--- config.mk ---
export PLATFORM = sky130hd
export DESIGN_NAME = sram8_bus_responder
export DESIGN_NICKNAME = d
export VERILOG_FILES = /design/src/rtl/sram8_bus_responder.sv
export SDC_FILE = /design/constraint.sdc
export NUM_CORES = 1
export LEC_CHECK = 0
export ABC_AREA = 1
export BUFFER_PORTS_ARGS = -buffer_cell sky130_fd_sc_hd__buf_2
export CORE_ASPECT_RATIO = 0.75
export CORE_MARGIN = 1.5
export CORE_UTILIZATION = 50
export DETAILED_ROUTE_END_ITERATION = 6
export GPL_ROUTABILITY_DRIVEN = 0
export GPL_TIMING_DRIVEN = 0
export MAX_ROUTING_LAYER = met4
export PLACE_DENSITY = 0.7
export SLEW_MARGIN = 20
export SYNTH_ARGS = -nofsm -noshare
export SYNTH_HDL_FRONTEND = slang
export SYNTH_SLANG_ARGS = --single-unit
--- constraint.sdc ---
create_clock -name clk -period 3.6 [get_ports clk]
set_clock_uncertainty 0.05 [all_clocks]
set_input_delay 0 -clock clk [delete_from_list [all_inputs] [get_ports clk]]
set_output_delay 0 -clock clk [all_outputs]
set_load 0.01 [all_outputs]
--- src/rtl/sram8_bus_responder.sv ---
// Bus responder that serves 32-bit word reads and writes from an 8-bit asynchronous SRAM,
// one byte per access, lowest enabled lane first, with a one-cycle ack on completion.
module sram8_bus_responder #(
    parameter int SRAM_AW       = 19,
    parameter int ACCESS_CYCLES = 2
) (
    input  logic               clk,
    input  logic               reset_ni,
    input  logic               ce_i,
    input  logic               sel_i,
    input  logic [31:0]        addr_i,
    input  logic               we_i,
    input  logic [3:0]         wr_mask_i,
    input  logic [31:0]        data_i,
    output logic [31:0]        data_o,
    output logic               ack_o,
    output logic               overrun_o,
    output logic [SRAM_AW-1:0] sram_addr_o,
    input  logic [7:0]         sram_d_i,
    output logic [7:0]         sram_d_o,
    output logic               sram_d_oe_o,
    output logic               sram_ce_n_o,
    output logic               sram_oe_n_o,
    output logic               sram_we_n_o
);

    localparam logic [1:0] IDLE    = 2'd0;
    localparam logic [1:0] ACCESS  = 2'd1;
    localparam logic [1:0] RECOVER = 2'd2;
    localparam logic [1:0] DONE    = 2'd3;

    localparam int CNT_W = (ACCESS_CYCLES > 1) ? $clog2(ACCESS_CYCLES) : 1;
    localparam logic [CNT_W-1:0] CNT_LAST = CNT_W'(ACCESS_CYCLES - 1);

    logic [1:0]         state_q;
    logic [SRAM_AW-3:0] word_q;
    logic               we_q;
    logic [3:0]         pend_q;
    logic [31:0]        wdata_q;
    logic [31:0]        rdata_q;
    logic [1:0]         k_q;
    logic [CNT_W-1:0]   cnt_q;

    logic [3:0]         lanes_req;
    logic [1:0]         k_start;
    logic [1:0]         k_next;
    logic               unused_addr;

    function automatic logic [1:0] lowest_lane(input logic [3:0] m);
        if (m[0])      return 2'd0;
        else if (m[1]) return 2'd1;
        else if (m[2]) return 2'd2;
        else           return 2'd3;
    endfunction

    function automatic logic [7:0] lane_byte(input logic [31:0] d, input logic [1:0] k);
        return d[{k, 3'b000} +: 8];
    endfunction

    always_comb begin
        lanes_req = we_i ? wr_mask_i : 4'hF;
        k_start   = lowest_lane(lanes_req);
        k_next    = lowest_lane(pend_q);
    end

    assign unused_addr = ^{addr_i[31:SRAM_AW], addr_i[1:0]};

    always_ff @(posedge clk or negedge reset_ni) begin
        if (!reset_ni) begin
            state_q     <= IDLE;
            word_q      <= '0;
            we_q        <= 1'b0;
            pend_q      <= '0;
            wdata_q     <= '0;
            rdata_q     <= '0;
            k_q         <= '0;
            cnt_q       <= '0;
            data_o      <= '0;
            ack_o       <= 1'b0;
            overrun_o   <= 1'b0;
            sram_addr_o <= '0;
            sram_d_o    <= '0;
            sram_d_oe_o <= 1'b0;
            sram_ce_n_o <= 1'b1;
            sram_oe_n_o <= 1'b1;
            sram_we_n_o <= 1'b1;
        end else if (ce_i) begin
            ack_o     <= 1'b0;
            overrun_o <= sel_i && (state_q != IDLE);
            case (state_q)
                IDLE: begin
                    if (sel_i) begin
                        word_q  <= addr_i[SRAM_AW-1:2];
                        we_q    <= we_i;
                        wdata_q <= data_i;
                        if (lanes_req == 4'b0000) begin
                            state_q <= DONE;
                        end else begin
                            // Strobes are registered, so the first lane is launched here.
                            state_q     <= ACCESS;
                            k_q         <= k_start;
                            pend_q      <= lanes_req & ~(4'b0001 << k_start);
                            cnt_q       <= '0;
                            sram_addr_o <= {addr_i[SRAM_AW-1:2], k_start};
                            sram_ce_n_o <= 1'b0;
                            sram_oe_n_o <= we_i;
                            sram_we_n_o <= ~we_i;
                            sram_d_oe_o <= we_i;
                            if (we_i) sram_d_o <= lane_byte(data_i, k_start);
                        end
                    end
                end
                ACCESS: begin
                    if (cnt_q == CNT_LAST) begin
                        state_q     <= RECOVER;
                        sram_ce_n_o <= 1'b1;
                        sram_oe_n_o <= 1'b1;
                        sram_we_n_o <= 1'b1;
                        if (!we_q) rdata_q[{k_q, 3'b000} +: 8] <= sram_d_i;
                    end else begin
                        cnt_q <= cnt_q + 1'b1;
                    end
                end
                RECOVER: begin
                    if (pend_q != 4'b0000) begin
                        state_q     <= ACCESS;
                        k_q         <= k_next;
                        pend_q      <= pend_q & ~(4'b0001 << k_next);
                        cnt_q       <= '0;
                        sram_addr_o <= {word_q, k_next};
                        sram_ce_n_o <= 1'b0;
                        sram_oe_n_o <= we_q;
                        sram_we_n_o <= ~we_q;
                        if (we_q) sram_d_o <= lane_byte(wdata_q, k_next);
                    end else begin
                        state_q     <= DONE;
                        sram_d_oe_o <= 1'b0;
                    end
                end
                default: begin
                    state_q <= IDLE;
                    ack_o   <= 1'b1;
                    if (!we_q) data_o <= rdata_q;
                end
            endcase
        end
    end

endmodule

Word-level counts from Yosys, hierarchy flattened

Cells that the tools add are included.

Add/sub/neg operators: 2
Reduce and logical (&&, ||, !) cells: 17
Bitwise gates (word level): 7
Shifts and indexed selects: 6
Mux-type cells: 49
Eq/ne operators: 9

Operator list:

| operator                 | count |
|---|---|
| $shiftx A32 B6 Y8        | 2 |
| $mux W19                 | 3 |
| $mux W8                  | 5 |
| $pmux W19 S2             | 1 |
| $bwmux W32               | 1 |
| $shift A8 B7 Y32 const A | 1 |
| $shiftx A8 B7 Y32        | 1 |
| $mux W2                  | 11 |
| $mux W4                  | 4 |
| $pmux W8 S2              | 1 |
| $mux W1                  | 15 |
| $reduce_and A5 Y1        | 3 |
| $ne A2 B2 Y1 const B     | 7 |
| $pmux W1 S3              | 4 |
| $reduce_and A3 Y1        | 3 |
| $and A4 B4 Y4            | 2 |
| $not A4 Y4               | 2 |
| $pmux W4 S2              | 1 |
| $shl A1 B2 Y4 const A    | 2 |
| $neg A5 Y7               | 1 |
| $reduce_and A7 Y1        | 1 |
| $pmux W2 S3              | 1 |
| $reduce_and A6 Y1        | 1 |
| $logic_not A4 Y1         | 1 |
| 13 further kinds         | 16 |

Bits in registers: 156
Output and inout port bits: 65
Input port bits: 81

Longest topological paths before layout

Depth in word-level cells: 10
Mapped depth: 12
Depth with buffers taken out: 10

Worst setup path after synthesis

OpenSTA, ideal clock, no wires.

Path kind: register to register
Start point: reg, netlist name sram_addr_o[0]
End point: reg rdata_q[6]
Data required time: 3474 ps
Stages on the path, launching flop included: 7
Setup slack: 1582 ps
Setup time: 76 ps
Arrival: 1892 ps
Buffers on the path: 1
Path through: dfrtp_1 > clkbuf_1 > inv_1 > ha_1 > nor3_1 > nand3_1 > o21ai_1

RTL lines:

| what                           | line | RTL |
|---|---|---|
| end signal: indexed assignment | 119  | `if (!we_q) rdata_q[{k_q, 3'b000} +: 8] <= sram_d_i;` |
| end: declaration               | 40   | `logic [31:0] rdata_q;` |

==> summary.txt <==
Outcome
  • Status: complete, no violations

Timing
  • Final setup vio count: 0
  • Min cycle time layout: 2.43 ns
  • Final Hold Violating Endpoints: 0
  • Max-slew headroom: 48.3%
  • Fmax: 411 MHz
  • Crit share post-route: 67.6%
  • Fin Setup TNS: 0 ns
  • Worst-margin pin slew: 0.769 ns
  • Slew Limit Fails: 0
  • RSZ-0062 raised after global routing: false

Route
  • DRT Pass-1 Iters: 7
  • Initial DRC count: 486
  • Met2 WL post-DR: 8310 um
  • Routed WL: 19700 um
  • Total number of vias: 6549
  • Avg WL per Cell: 15.5 um
  • Highest metal used: met4
  • DRT met1 WL: 9580 um
  • Post-route DRC: 0
  • Final ANT Viol Nets: 0
  • WL met3: 1480 um
  • Vias per cell: 5.16

Logic synthesis
  • Synth Cell Area: 7230 um^2
  • Synth area leaders: dfrtp_1 52%, nand2_1 9.6%, o21ai_0 9.4%, inv_1 5.9%, nand3_1 4.2%
  • Synth Register Bits: 154
  • Synth cell types: 36
  • Share of the synthesized area in the top cell type: 52.3%
  • Cells after Synth: 846
  • Synth Area per Inst: 8.54 um^2
  • Net count after synthesis: 936
  • Leading area contributor after synthesis: dfrtp_1
  • Ys Warns: 0
  • Sequential-to-total area share from yosys stat: 53.4%

Floorplanning
  • I/O pin count: 146
  • Starting Density: 51.9%
  • Die ar.: 15200 um^2
  • Core ar.: 13900 um^2
  • Die W: 142 um
  • Rows: 37
  • Die Y-Extent: 107 um

Clocking
  • Clock sink count: 154
  • Clock Latency Late Sink: 0.42 ns
  • H-tree levels: 4
  • Number of gates resized after CTS: 0
  • # hold bufs at CTS: 66
  • Clk slew on worst S/H paths: 0.06 ns
  • Num CTS Buffers: 17
  • CTS tree: built
  • Clk buf depth: 2
  • CTS root buf: clkbuf_16
  • Setup bufs post-CTS: 0

Layout
  • Fillers: 1148
  • FF+latch area: 3860 um^2
  • Commonest non-fill, non-tap cell in the layout: nand2_1
  • Layout cell share with drive strength beyond 1: 22.8%
  • Most frequent cells in the layout: 185 x nand2_1, 151 x dfrtp_1, 144 x buf_2, 136 x o21ai_0, 113 x inv_1
  • Diodes inserted: 0
  • Area Overhead vs Synth: 30.5%
  • Layout Nets: 1151
  • Area occupied by multi-input gates: 2710 um^2
  • Utilization after layout: 67.7%

Hold path
  • Worst Hold Endpoint: pend_q[2]$_DFFE_PN0P_
  • Min-delay src: wr_mask_i[2]
  • Hold Crit Class: input pin to flip-flop
  • Min-Delay Path Depth: 5

Critical path
  • Crit path buf inv count: 2
  • Crit path kind: flip-flop to flip-flop
  • Worst EP required: 3.88 ns
  • Crit end category: flip-flop
  • CP Cell Sequence: clkbuf_1, inv_1, ha_1, nor3_1, nand3_1, o21ai_0
  • Crit-path slowest cell: nor3_1
  • Worst r2r dst: rdata_q[2]$_DFFE_PN0P_
  • Slowest stage delay, CP: 0.66 ns
  • CP arrival: 2.72 ns
  • Delay-heaviest family, CP: simple AND/OR/NAND/NOR gates
  • R2R setup slack: 1.17 ns
  • R2R depth: 6
  • Crit start category: flip-flop
  • CP Max Fanout: 10
  • R2R Path Start: sram_addr_o[0]$_DFFE_PN0P_

Pwr
  • Pwr/cell area: 816 nW/um^2
  • Int Power: 4800 uW
  • Clk pwr share: 24.7%
  • Leak: 0.00492 uW
  • P_sw: 2900 uW
  • Comb pwr share: 36.5%
  • Max IR drop VDD: 426 uV
  • Reg power frac: 38.8%
  • Sw frac: 37.6%

Place
  • IO Port Bufs: 129
  • Detailed-placement wirelength estimate: 13400 um

GRT
  • GR Overflow Total: 0
  • Largest net degree at the start of global routing: 79
  • Initial antenna violation count: 0
  • Tot GR Track Use: 27.9%
  • Vias in the first global route: 6247
  • Global-route wire length before repair: 31900 um

Job
  • Max Cap Viol: 0
==> cells by family after synthesis <==
| logic type | count (synthesis) | share of synthesized area [%] |
|---|---|---|
| adder cells (fa/ha/maj) | 9 | 1.56 |
| multiplexers | 8 | 1.25 |
| buffers and inverters | 154 | 9.13 |
| AND/OR/NAND/NOR | 330 | 20.0 |
| flip-flops | 154 | 53.4 |
| AO/OA/AOI/OAI | 191 | 14.7 |
==> final cells by class <==
| cell class | count | share of cell area (%) |
|---|---|---|
| buffer | 37 | 2.25 |
| sequential | 154 | 40.9 |
| clock buffer | 18 | 4.55 |
| tap | 195 | 2.59 |
| multi-input combinational | 538 | 28.7 |
| timing repair buffer | 196 | 14.2 |
| inverter | 117 | 4.74 |
| clock inverter | 13 | 2.02 |
==> worst max path at each step <==
stage,startpoint,end,slack [ns],cells past startpoint
floorplan,sram_addr_o[0]$_DFFE_PN0P_,rdata_q[6]$_DFFE_PN0P_,1.58,6
global placement,reset_ni,sram_d_o[1]$_DFFE_PN0P_,0.20,1
detailed placement,sram_addr_o[0]$_DFFE_PN0P_,rdata_q[2]$_DFFE_PN0P_,1.20,6
CTS,sram_addr_o[0]$_DFFE_PN0P_,rdata_q[2]$_DFFE_PN0P_,1.19,6
global route,sram_addr_o[0]$_DFFE_PN0P_,rdata_q[2]$_DFFE_PN0P_,0.92,6
finish,sram_addr_o[0]$_DFFE_PN0P_,rdata_q[2]$_DFFE_PN0P_,1.17,6
==> cells in the mapped netlist <==
cell        n
a21oi_1    19
a31o_2      1
buf_1       1
buf_12      1
buf_2      16
buf_6       2
buf_8       2
clkbuf_1   15
dfrtp_1   151
dfstp_2     3
ha_1        9
inv_1     113
inv_2       3
inv_8       1
mux2_2      8
nand2_1   185
nand2_2    12
nand2_4     2
nand3_1    60
nand3_2     1
nand3b_1    2
nand4_1     1
nand4_2     1
nor2_1     50
nor2_2     10
nor2_4      2
nor2_8      1
nor3_1      2
nor3b_1     1
o211ai_1    6
o211ai_2    2
o21ai_0   136
o21ai_1     6
o21ai_2    17
o22ai_1     3
o31ai_1     1
==> power by group through the flow <==
| stage | Clock, uW | Sequential [uW] | Combinational, uW |
|---|---|---|---|
| 4_1_cts | 1930 | 2970 | 2800 |
| 6_report | 1900 | 2980 | 2810 |
| 5_1_grt | 2000 | 3070 | 3170 |
| 3_3_place_gp | 0 | 2970 | 2660 |
| 2_1_floorplan | 0 | 3080 | 1650 |
| 3_5_place_dp | 0 | 2990 | 2720 |
==> worst min-delay path: cells and delay by family <==
family,cells,cell delay [ns]
AOI/OAI and AO/OA,3,0.32
buffers and inverters,2,0.17
==> state kept, by name, indices dropped and copies added (netlist names), 2 cells and up <==
signal,cells
state_q,2
wdata_q,32
data_o,32
pend_q,4
sram_d_o,8
rdata_q,32
word_q,17
sram_addr_o,19
==> metal layers <==
layer  GRT usage (%)  vias to the layer above
met2            39.1                      301
met3            5.63                       28
met5               -                        -
li1                -                     3139
met1            41.4                     3081
met4            7.58                        0
==> stage by stage <==
stage	cell area, um^2	hold slack, ns	cells	power, uW	setup WS [ns]
finish	9430	0.0535	1268	7700	1.17
global route	9430	0.0727	1268	8240	0.923
CTS	9430	0.0566	1268	7700	1.19
detailed placement	8150	-0.0238	1171	5710	1.20
global placement	8120	0.211	1170	5630	0.204
floorplan	7230	-0.346	846	4730	1.58
No activity file was read; power rests on OpenSTA's default activity.
